[src/rtl/seq_magnitude_comparator.sv]
// Multi-cycle WIDTH-bit magnitude/equality comparator, scanning DIGIT bits per
// cycle from the MSB with early exit, valid/ready on both sides and a match counter.
module seq_magnitude_comparator #(
    parameter int WIDTH = 16,
    parameter int DIGIT = 4
) (
    input  logic             clk,
    input  logic             rst_n,
    input  logic             in_valid,
    output logic             in_ready,
    input  logic [WIDTH-1:0] a,
    input  logic [WIDTH-1:0] b,
    input  logic             signed_mode,
    output logic             out_valid,
    input  logic             out_ready,
    output logic             eq,
    output logic             gt,
    output logic             lt,
    input  logic             clr_count,
    output logic [15:0]      match_count
);

    localparam int NCHUNK = WIDTH / DIGIT;
    localparam int IDXW   = (NCHUNK > 1) ? $clog2(NCHUNK) : 1;
    localparam logic [IDXW-1:0] LAST_IDX = IDXW'(NCHUNK - 1);

    typedef enum logic [1:0] {IDLE, SCAN, DONE} state_t;

    state_t            state_reg, state_next;
    logic [WIDTH-1:0]  a_reg, a_next;
    logic [WIDTH-1:0]  b_reg, b_next;
    logic [IDXW-1:0]   idx_reg, idx_next;
    logic              eq_reg, eq_next;
    logic              gt_reg, gt_next;
    logic              lt_reg, lt_next;
    logic              out_valid_reg, out_valid_next;
    logic [15:0]       count_reg, count_next;

    logic [DIGIT-1:0]  a_chunk [NCHUNK];
    logic [DIGIT-1:0]  b_chunk [NCHUNK];
    logic [DIGIT-1:0]  a_cur, b_cur;
    logic [WIDTH-1:0]  sign_flip;
    logic              accept, out_hs;

    // Chunk 0 is the most significant DIGIT bits.
    generate
        for (genvar gi = 0; gi < NCHUNK; gi++) begin : g_chunk
            assign a_chunk[gi] = a_reg[WIDTH-1-gi*DIGIT -: DIGIT];
            assign b_chunk[gi] = b_reg[WIDTH-1-gi*DIGIT -: DIGIT];
        end
    endgenerate

    assign a_cur = a_chunk[idx_reg];
    assign b_cur = b_chunk[idx_reg];

    // Flipping the sign bit of both operands maps two's-complement order onto unsigned order.
    assign sign_flip = WIDTH'(signed_mode) << (WIDTH - 1);

    assign in_ready = rst_n && (state_reg == IDLE);
    assign accept   = in_valid && in_ready;
    assign out_hs   = out_valid_reg && out_ready;

    always_comb begin
        state_next     = state_reg;
        a_next         = a_reg;
        b_next         = b_reg;
        idx_next       = idx_reg;
        eq_next        = eq_reg;
        gt_next        = gt_reg;
        lt_next        = lt_reg;
        out_valid_next = out_valid_reg;
        case (state_reg)
            IDLE: begin
                if (accept) begin
                    a_next     = a ^ sign_flip;
                    b_next     = b ^ sign_flip;
                    idx_next   = '0;
                    state_next = SCAN;
                end
            end
            SCAN: begin
                if (a_cur != b_cur) begin
                    gt_next        = (a_cur > b_cur);
                    lt_next        = (a_cur < b_cur);
                    out_valid_next = 1'b1;
                    state_next     = DONE;
                end else if (idx_reg == LAST_IDX) begin
                    eq_next        = 1'b1;
                    out_valid_next = 1'b1;
                    state_next     = DONE;
                end else begin
                    idx_next = idx_reg + 1'b1;
                end
            end
            DONE: begin
                if (out_hs) begin
                    eq_next        = 1'b0;
                    gt_next        = 1'b0;
                    lt_next        = 1'b0;
                    out_valid_next = 1'b0;
                    state_next     = IDLE;
                end
            end
            default: begin
                state_next = IDLE;
            end
        endcase
    end

    always_comb begin
        count_next = count_reg;
        if (clr_count) begin
            count_next = '0;
        end else if (out_hs && eq_reg && (count_reg != 16'hFFFF)) begin
            count_next = count_reg + 16'd1;
        end
    end

    always_ff @(posedge clk or negedge rst_n) begin
        if (!rst_n) begin
            state_reg     <= IDLE;
            a_reg         <= '0;
            b_reg         <= '0;
            idx_reg       <= '0;
            eq_reg        <= 1'b0;
            gt_reg        <= 1'b0;
            lt_reg        <= 1'b0;
            out_valid_reg <= 1'b0;
            count_reg     <= '0;
        end else begin
            state_reg     <= state_next;
            a_reg         <= a_next;
            b_reg         <= b_next;
            idx_reg       <= idx_next;
            eq_reg        <= eq_next;
            gt_reg        <= gt_next;
            lt_reg        <= lt_next;
            out_valid_reg <= out_valid_next;
            count_reg     <= count_next;
        end
    end

    assign out_valid   = out_valid_reg;
    assign eq          = eq_reg;
    assign gt          = gt_reg;
    assign lt          = lt_reg;
    assign match_count = count_reg;

endmodule
[config.mk]
export PLATFORM = sky130hd
export DESIGN_NAME = seq_magnitude_comparator
export DESIGN_NICKNAME = d
export VERILOG_FILES = /design/src/rtl/seq_magnitude_comparator.sv
export SDC_FILE = /design/constraint.sdc
export NUM_CORES = 1
export LEC_CHECK = 0
export BUFFER_PORTS_ARGS = -buffer_cell sky130_fd_sc_hd__buf_4
export CELL_PAD_IN_SITES_DETAIL_PLACEMENT = 1
export CELL_PAD_IN_SITES_GLOBAL_PLACEMENT = 1
export CORE_UTILIZATION = 40
export CTS_BUF_LIST = sky130_fd_sc_hd__clkbuf_4
export DETAILED_ROUTE_END_ITERATION = 10
export PLACE_DENSITY_LB_ADDON = 0.1
export REMOVE_ABC_BUFFERS = 1
export SYNTH_ARGS = -nofsm -noshare
export SYNTH_HDL_FRONTEND = slang
export SYNTH_SLANG_ARGS = --single-unit
[constraint.sdc]
create_clock -name clk -period 2.4 [get_ports clk]
set_clock_uncertainty 0.15 [all_clocks]
set_input_delay 0.36 -clock clk [delete_from_list [all_inputs] [get_ports clk]]
set_output_delay 0.36 -clock clk [all_outputs]
set_load 0.005 [all_outputs]
* After elaboration in Yosys (flattened, before gate mapping)
Cells that the tools add are included.
Cells by class: add/subtract/negate cells 2, $lt $le $gt $ge 3, equality and inequality tests 12, mux-type cells 27, bitwise gates (word level) 3, reductions and logical operators 15
Operators with widths (count):
- $mux W16 | 2
- $xor A16 B16 Y16 | 2
- $add A16 B1 Y16 const B | 1
- $bmux W4 S2 | 2
- $mux W4 | 4
- $ne A16 B16 Y1 const B | 1
- $mux W2 | 7
- $ne A2 B2 Y1 const B | 6
- $reduce_and A3 Y1 | 3
- $pmux W1 S2 | 4
- $reduce_and A4 Y1 | 2
- $mux W1 | 6
- $pmux W2 S3 | 1
- $reduce_bool A2 Y1 | 3
- $logic_and A1 B1 Y1 | 5
- $eq A2 B2 Y1 const B | 2
- $gt A4 B4 Y1 | 1
- $lt A4 B4 Y1 | 1
- $ne A4 B4 Y1 | 1
- $pmux W2 S2 | 1
- $ge A3 B3 Y1 const B | 1
- $ne A3 B3 Y1 const B | 1
- $not A2 Y3 | 1
- $add A2 B1 Y2 const B | 1
- other kinds (3) | 3
Word-level totals: register bits 56, input bits 38, output and inout bits 21, word-level logic and storage cells 71

* Depth between registers and ports, before layout
Gate-level depths: netlist of run 1.
depth in word-level cells 7, gate-level depth with buffers 9, gate-level depth less buffers 8

* Worst setup path before layout of run 1
Ideal clock, no wire load.
path kind register to register, from reg idx_reg[0], to reg idx_reg[1], setup time 0.121 ns, arrival 2.261 ns, required time 2.129 ns, slack -0.132 ns, stages on the path, launching flop included 8, buffers on the path 1, period minus slack after synthesis 2.532 ns, cell sequence dfrtp_1 buf_2 mux4_2 ha_1 nand4_1 or2_1 a22o_1 a22o_1
On the way: cells in the longest elaborated chain, start to end 7, elaborated cells on any way between the ends 16, those cells by class add/sub: 1; eq/ne: 4; mux: 9; bitwise: 1; reduce/logical: 1
RTL lines:
- start, declared | line 32 | logic [IDXW-1:0] idx_reg, idx_next;
- start signal, assigned | line 134 | idx_reg <= idx_next;
- $not A2 Y3 (implied by the code) | line 53, 54
- $bmux W4 S2, on equally long branches | line 53, 54
- $mux W4, on equally long branches (2 in a row) | line 53, 54
- $ne A4 B4 Y1 | line 82 | if (a_cur != b_cur) begin
- $ne A2 B2 Y1 (no source line)
- $reduce_and A4 Y1 (no source line)
Parallel ways exist; a longest one is shown, timed or not. The select of a mux whose other input is x is not followed. A chain may end at the register's enable or synchronous reset.

* Worst setup path in the final report of run 1
from reg idx_reg[0], to reg idx_reg[0]
Same word-level chain as after synthesis.

==> flow_summary.ini, run 1 <==
[synth]
synth-xor-area-share_pct = 4.74
synthMuxAreaShare_pct = 19.1
synth_largest_area_cell = dfrtp_1
yosysWarnings = 0
synth_top_family_by_area = multiplexers
ys_ff_latch = 56
syn_avg_cell_area_um2 = 12.3
synth_cells = 226
yosys.area_share.simple_pct = 15.8
async_reset_ff_share_pct = 100
synthAdderAreaFrac_pct = 2.71
synth_compound_area_share_pct = 4.51
synth-seq-area-share_pct = 50.6
synth_ff_type = dfrtp_1
synth_area_leaders = dfrtp_1 51%, mux2_2 6.9%, mux4_2 6.5%, mux2_1 5.7%, xnor2_1 4.7%
synth_cell_types = 37
yosysTopAreaCellShare_pct = 50.6
synth_area_mm2 = 0.00277
synth_edf_count = 0

[floorplanning]
fp.dieW_um = 85.2
io_pins = 59
core_mm2 = 0.00653
rows = 29
die-area_mm2 = 0.00727
die_y_um = 85.2
start_util_pct = 42.4

[hold_path]
worstHoldEndpoint = a_chunk[4]
hold_start = a[4]
hp-class = primary input to register
whs_path_depth = 2

[sta]
timing.final.crit_share_pct = 103
rsz0062_at_grt = true
setup_slack_ps = -74.2
setup_viol = 2
relSlewSlack_pct = 51.4
report.final.slew_viol_count = 0
hold_violations = 0
fin_crit_ps = 2470
clock.fmax_mhz = 404
worstMarginPinSlew_ps = 729

[final_layout]
final_nets = 337
drive_gt1_share_pct = 41.8
syn_to_final_growth_pct = 27.1
final_cell_mix = 62 x buf_4, 54 x dfrtp_1, 20 x nor2_1, 16 x mux2_2, 15 x xnor2_1
multi_input_area_mm2 = 0.00136
diodes = 0
final_util_pct = 53.9
final_common_cell = buf_4
fill_cells = 690
seqCellArea_mm2 = 0.00140
fin_area_mm2 = 0.00352

[worst_setup_path]
crit_family = multiplexers
path_class = register to register
reg2reg_depth = 7
required_ps = 2540
ff2ff_setup_slack_ps = -70
slowest_delay_ps = 540
start_kind = register
crit_fanout = 5
crit_buf_inv = 1
slowest_stage = mux4_2
cp.arrival_ps = 2620
worstReg2RegEnd = idx_reg[0]
path_cells = buf_12, mux4_2, ha_4, nand4_1, or2_4, mux2_4, a22o_1
worstSetupEndpointType = register
worstReg2RegStart = idx_reg[0]

[outcome]
violations = negative setup slack
status = finished with violations

[routing]
wl_per_cell_um = 16.5
totalWireLength_um = 6120
drc = 0
vias = 1977
drtPass1Iterations = 4
drt-initial-drc-count = 51
ant_nets = 0
avgViaCountPerCell = 5.33

[clocking]
clockBufferDepth = 2
cts_buffers = 5
clock-root-buffer = clkbuf_4
htree_levels = 2
clk_latency_ps = 390
clkTransAtPathRegs_ps = 170
cts_num_sinks = 56
cts_tree = yes

[power]
leakage_nw = 1.51
power-per-cell-area_mw_per_mm2 = 903
vdd_drop_max_mv = 0.399

[placement]
port_buffers = 58
dp_hpwl_um = 4170
dp_slack_ps = -37.4
dpl_cell_area_mm2 = 0.00331
place.gp.congestion = 0.728

[global_route]
grt-ovfl-total = 0
grt_max_degree = 57
grtUsageTotal_pct = 18.6
first_global_vias = 2127
antenna_found_initial = 0
grt_pass1_wl_um = 10500

[run]
cap_violations = 0
-- stage by stage --
step	hold WS [ps]	cells	setup TNS, ps	total power, W
after floorplan	-85.6	217	-388	0.00207
after global placement	317	356	0	0.00240
after detailed placement	325	356	-49.1	0.00245
after CTS	6.79	368	-151	0.00307
after global routing	6.15	371	-306	0.00341
final	18.7	371	-142	0.00318
-- power breakdown --
group / internal (W) / leakage, nW / total [W] / switching [W]
Sequential: 0.00124 / 0.698 / 0.00145 / 0.000206
Clock: 0.000218 / 0.0412 / 0.000525 / 0.000308
Combinational: 0.000720 / 0.769 / 0.00120 / 0.000485
-- cells by family (layout without fill, tap and decap cells) --
logic type / Yosys count / count (layout)
AOI/OAI and AO/OA: 21 / 21
xor gates and xnor gates: 15 / 15
adders and majority gates: 6 / 6
buffers and inverters: 14 / 82
DFF: 56 / 56
muxes: 39 / 39
and+or+nand+nor: 75 / 75
-- Yosys cell counts, types with 5 or more instances --
library cell and count:
ha_1 6, mux2_2 17, mux2_1 14, nor2_1 21, inv_1 5, nand2_1 13
nor3_1 5, mux4_2 8, a21oi_1 8, dfrtp_1 56, o21ai_0 7, xnor2_1 15
-- worst register-to-register path, delay by kind of cell, from the launching register on --
| family | cells | cell delay (ps) |
|---|---|---|
| muxes | 2 | 800 |
| and+or+nand+nor | 2 | 370 |
| adders and majority gates | 1 | 300 |
| buffers and inverters | 1 | 130 |
| DFF | 1 | 440 |
| AOI/OAI and AO/OA | 1 | 180 |
-- layout make-up --
class | instances | share of cell area (%)
clock inverters | 3 | 1.21
repair buffers | 69 | 16.1
clock buffers | 5 | 1.07
inverters | 5 | 0.533
multi-input cells | 156 | 38.5
flip-flops and latches | 56 | 39.9
well taps | 77 | 2.74
-- worst max-delay path by stage --
stage,endpoint,depth (start not counted),startpoint
floorplan,idx_reg[1],6,idx_reg[0]
global placement,idx_reg[1],7,idx_reg[0]
detailed placement,idx_reg[1],7,idx_reg[0]
CTS,idx_reg[0],10,idx_reg[0]
global route,idx_reg[0],7,idx_reg[0]
finish,idx_reg[0],7,idx_reg[0]
-- timing repair --
item | in CTS | in global routing
setup buffers | 2 | 1
resized for setup | 4 | 11
hold endpoints to repair | 20 | 3
hold buffers | 1 | 3
pin swaps | 3 | 2
endpoints found under the setup margin | 2 | 4
gates cloned | 1 | 0
-- layer usage --
layer  wire [um]  up-vias  track usage, %
met5           0        -               0
met3         185        8            3.31
met2        3220       40            33.6
met4          86        0            4.93
met1        2630      986            22.8
li1            -      943               -
(Power assumes the default switching activity.)
==> inputs of run 2 (changes only) <==
CELL_PAD_IN_SITES_DETAIL_PLACEMENT = unset   (was 1)
CELL_PAD_IN_SITES_GLOBAL_PLACEMENT = unset   (was 1)
CORE_UTILIZATION = 51   (was 40)
PLACE_DENSITY = 0.78   (was unset)
PLACE_DENSITY_LB_ADDON = unset   (was 0.1)
clock period = 2.1 ns   (was 2.4 ns; I/O delays follow)
==> run 2 against run 1 <==
  * The run still ends with negative setup slack left
  * Global-route usage rose by 5.4 points
  * Sequential share of layout area fell by 2.6 points
  * First-iteration DRC count fell by 35%
  * Via count rose by 5.1%
  * Register-to-register slack got worse by 290 ps
  * Largest power group unchanged
==> flow_summary.ini, run 2 (synthesized netlist as in run 1, its figures left out) <==
[outcome]
status = finished with violations
violations = negative setup slack

[worst_setup_path]
path_cells = buf_6, mux4_2, inv_2, ha_4, nand4_1, or2_4, mux2_4, a22o_1
worstSetupEndpointType = register
cp.arrival_ps = 2590
slowest_delay_ps = 530
slowest_stage = dfrtp_2
required_ps = 2220
path_class = register to register
crit_fanout = 8
start_kind = register

[power]
power-per-cell-area_mw_per_mm2 = 981
leakage_nw = 1.61
power_switching_share_pct = 32.2
power_switching_w = 0.00119
p_clk_share_pct = 13.0
p_comb_share_pct = 41.5
p_seq_share_pct = 45.5
intPower_w = 0.00250
vdd_drop_max_mv = 0.753

[sta]
timing.hold.ws_ps = 22.3
setup_slack_ps = -367
hold_violations = 0
clock.fmax_mhz = 405
rsz0062_at_grt = true
worstMarginPinSlew_ps = 692
report.final.slew_viol_count = 0
fin_crit_ps = 2470
relSlewSlack_pct = 53.9
setup_viol = 8
timing.final.crit_share_pct = 117

[floorplanning]
rows = 26
die_y_um = 75.7
io_pins = 59
fp.dieW_um = 75.7
core_mm2 = 0.00517
start_util_pct = 53.6
die-area_mm2 = 0.00573

[clocking]
clockBufferDepth = 2
cts_tree = yes
htree_levels = 2
cts_buffers = 5
clk_latency_ps = 380
cts_num_sinks = 56
clkTransAtPathRegs_ps = 140
clock-root-buffer = clkbuf_4

[global_route]
grtUsageTotal_pct = 23.9
first_global_vias = 2146
grt-ovfl-total = 0
antenna_found_initial = 0
grt_pass1_wl_um = 10100
grt_max_degree = 57

[final_layout]
final_common_cell = buf_4
final_cell_mix = 62 x buf_4, 55 x dfrtp_1, 24 x dlygate4sd3_1, 18 x nor2_1, 16 x mux2_2
fill_cells = 343
drive_gt1_share_pct = 41.2
syn_to_final_growth_pct = 35.7
diodes = 0
final_util_pct = 72.7
final_nets = 361

[run]
cap_violations = 0

[routing]
drtPass1Iterations = 4
highest_layer = met4
drt-initial-drc-count = 33
ant_nets = 0
wl_met3_um = 228
avgViaCountPerCell = 5.35
vias = 2077
wl_per_cell_um = 15.6
drc = 0
met1_length_um = 2590
totalWireLength_um = 6050
wl_met2_um = 3140

[hold_path]
hp-class = primary input to register

[placement]
dp_hpwl_um = 4040
port_buffers = 58
place.gp.congestion = 0.759
## run 2: critical path, delay by kind of cell (launching register included)
| family | cells | cell delay, ps |
|---|---|---|
| compound gates | 1 | 170 |
| fa+ha+maj | 1 | 120 |
| buf+inv | 2 | 240 |
| flops | 1 | 530 |
| mux | 2 | 770 |
| simple gates | 2 | 390 |
## run 2: path summary, 6_finish.rpt
kind,start,end,slack (ps),cells after the start
max in group asynchronous,rst_n,idx_reg[0],820,3
worst max register to register,idx_reg[0],idx_reg[0],-370,8
min in group asynchronous,rst_n,match_count[15],460,3
worst min-delay path,a[11],a_chunk[11],20,2
worst max-delay path,idx_reg[0],idx_reg[0],-370,8
worst min register to register,b_chunk[8],b_chunk[8],370,1
## run 2: repair_timing
item,in CTS,in global routing
hold buffers,23,1
cloned,0,0
resized for setup,22,11
pin swaps,8,5
setup endpoints to repair,8,8
endpoints found under the hold margin,78,1
buffers inserted,2,1
## run 2: final cells by class
| class | count | area, um2 | share of cell area [%] |
|---|---|---|---|
| clock buffer | 7 | 52.6 | 1.40 |
| timing repair buffer | 93 | 793 | 21.1 |
| tap | 70 | 87.6 | 2.33 |
| multi-input combinational | 156 | 1400 | 37.3 |
| sequential | 56 | 1400 | 37.3 |
| clock inverter | 1 | 3.75 | 0.0998 |
| inverter | 5 | 18.8 | 0.499 |
## run 2: power by group through the flow
stage / Combinational, W / Sequential, W / Clock, W
2_1_floorplan: 0.000767 / 0.00160 / 0
3_3_place_gp: 0.00106 / 0.00168 / 0
3_5_place_dp: 0.00111 / 0.00169 / 0
4_1_cts: 0.00142 / 0.00167 / 0.000502
5_1_grt: 0.00167 / 0.00172 / 0.000536
6_report: 0.00153 / 0.00168 / 0.000481
## run 2: metrics by stage
stage	setup TNS [ps]	total power, W	setup WS (ps)	cell area (um2)	instances
3_5_place_dp	-2410	0.00280	-473	3320	354
4_1_cts	-2130	0.00359	-362	3720	387
6_report	-1810	0.00369	-367	3760	388
5_1_grt	-2620	0.00394	-458	3760	388
2_1_floorplan	-5260	0.00236	-500	2720	217
3_3_place_gp	-2200	0.00274	-430	3320	354
## run 2: routing by layer
metal / GRT usage [%] / up-vias
met4: 7.41 / 0
li1: - / 986
met2: 43.0 / 49
met5: 0 / -
met1: 28.7 / 1036
met3: 5.42 / 6
==> inputs of run 3 (changes only) <==
BUFFER_PORTS_ARGS = -buffer_cell sky130_fd_sc_hd__buf_2   (was -buffer_cell sky130_fd_sc_hd__buf_4)
==> run 3 against run 2 <==
  * The flow still finishes with violations (negative setup slack)
  * Critical endpoint unchanged
  * Via count grew 0.72%
  * Critical path type unchanged
  * Maximum frequency shrank 0.94%
  * Register-to-register slack lost 20 ps
  * Cell count shrank 0.77%
==> flow_summary.ini, run 3 (synthesized netlist as in run 1, its figures left out) <==
[worst_setup_path]
crit_fanout = 6
required_ps = 2240
worstSetupEndpointType = register
start_kind = register
startpoint = idx_reg[0]
path_class = register to register
reg2reg_depth = 7
worstReg2RegStart = idx_reg[0]
cp.arrival_ps = 2630

[outcome]
violations = negative setup slack
status = finished with violations

[global_route]
groute.layer.met1.usage_pct = 26.9
grt_pass1_wl_um = 9460
busiest_layer = met2
antenna_found_initial = 0
grtUsageTotal_pct = 22.5
use_met3_pct = 3.84
grt_use_met2_pct = 41.6
first_global_vias = 2030
grt-ovfl-total = 0
grt_max_degree = 57

[power]
vdd_drop_max_mv = 0.643
total_power_w = 0.00374
leakage_nw = 1.58
power-per-cell-area_mw_per_mm2 = 1040

[final_layout]
diodes = 0
drive_gt1_share_pct = 41.0
syn_to_final_growth_pct = 30.3
final_util_pct = 69.8
final_cell_mix = 58 x buf_2, 55 x dfrtp_1, 22 x dlygate4sd3_1, 19 x nor2_1, 17 x mux2_2
final_common_cell = buf_2
fill_cells = 361
final_nets = 358

[routing]
avgViaCountPerCell = 5.43
ant_nets = 0
drtPass1Iterations = 4
vias = 2092
drc = 0
drt-initial-drc-count = 48
totalWireLength_um = 5960
wl_per_cell_um = 15.5

[sta]
setup_slack_ps = -391
worstMarginPinSlew_ps = 686
setup_viol = 8
rsz0062_at_grt = true
fin_crit_ps = 2490
finalSetupTns_ps = -1890
timing.final.crit_share_pct = 119
timing.hold.ws_ps = 0.936
report.final.slew_viol_count = 0
relSlewSlack_pct = 54.3
clock.fmax_mhz = 401
hold_violations = 0

[floorplanning]
rows = 26
io_pins = 59
fp.dieW_um = 75.7
core_mm2 = 0.00517
die-area_mm2 = 0.00573
die_y_um = 75.7
start_util_pct = 53.6

[hold_path]
hold_start = b[0]
hp-class = primary input to register
whs_path_depth = 2

[placement]
place.gp.congestion = 0.751
port_buffers = 58
dp_hpwl_um = 3800

[clocking]
htree_levels = 2
cts_num_sinks = 56
clk_latency_ps = 390
clkTransAtPathRegs_ps = 160
clockBufferDepth = 2
cts_buffers = 5
clock-root-buffer = clkbuf_4
cts_tree = yes

[run]
cap_violations = 0
## run 3: cell count changes in the layout (fill, tap and decap cells not counted), sizes merged
cell	delta
clkinvlp	+1
dlygate4sd3	-2
clkbuf	-2
buf	-1
bufinv	+1
## run 3: critical path, cell delays in order, from the launching register on
cell and delay, ps:
dfrtp_2 440, buf_12 140, mux4_2 550, ha_4 290, nand4_1 130, or2_4 270
mux2_2 270, a22o_1 170
## run 3: area by class of cell
class / instances / area [um2] / share of cell area, %
inverters: 5 / 18.8 / 0.520
well taps: 70 / 87.6 / 2.42
repair buffers: 90 / 631 / 17.5
flip-flops and latches: 56 / 1400 / 38.8
clock inverters: 3 / 42.5 / 1.18
clock buffers: 5 / 37.5 / 1.04
multi-input cells: 156 / 1390 / 38.6
## run 3: through the flow
step           std cells  cell area [um2]  worst slack [ps]
2_1_floorplan        217             2720              -500
3_3_place_gp         351             3170              -267
3_5_place_dp         351             3170              -358
4_1_cts              382             3560              -368
5_1_grt              385             3610              -453
6_report             385             3610              -391
## run 3: path summary, 6_finish.rpt
path	endpoint	slack, ps
hold / removal	b_chunk[0]	0.9
setup reg to reg	idx_reg[0]	-390
setup / recovery	idx_reg[0]	-390
min in group asynchronous	lt	470
hold reg to reg	a_chunk[3]	350
max in group asynchronous	idx_reg[0]	830
## run 3: what timing repair did
item	4_1_cts	5_1_grt
resized for setup	17	9
endpoints found under the hold margin	74	3
gates cloned	1	0
hold buffers	19	3
buffers inserted	4	1
setup endpoints to repair	7	8
pin swaps	3	5
## run 3: report_power, final
group | internal (W) | total [W] | leakage (nW) | switching [W]
Clock | 0.000249 | 0.000587 | 0.0412 | 0.000338
Combinational | 0.000873 | 0.00148 | 0.834 | 0.000608
Sequential | 0.00142 | 0.00168 | 0.700 | 0.000253
## run 3: layer usage
metal / vias up / part of all wire [%]
met5: - / 0
met4: 0 / 3.0
met3: 16 / 4.3
met2: 62 / 51
met1: 1030 / 42
li1: 984 / -
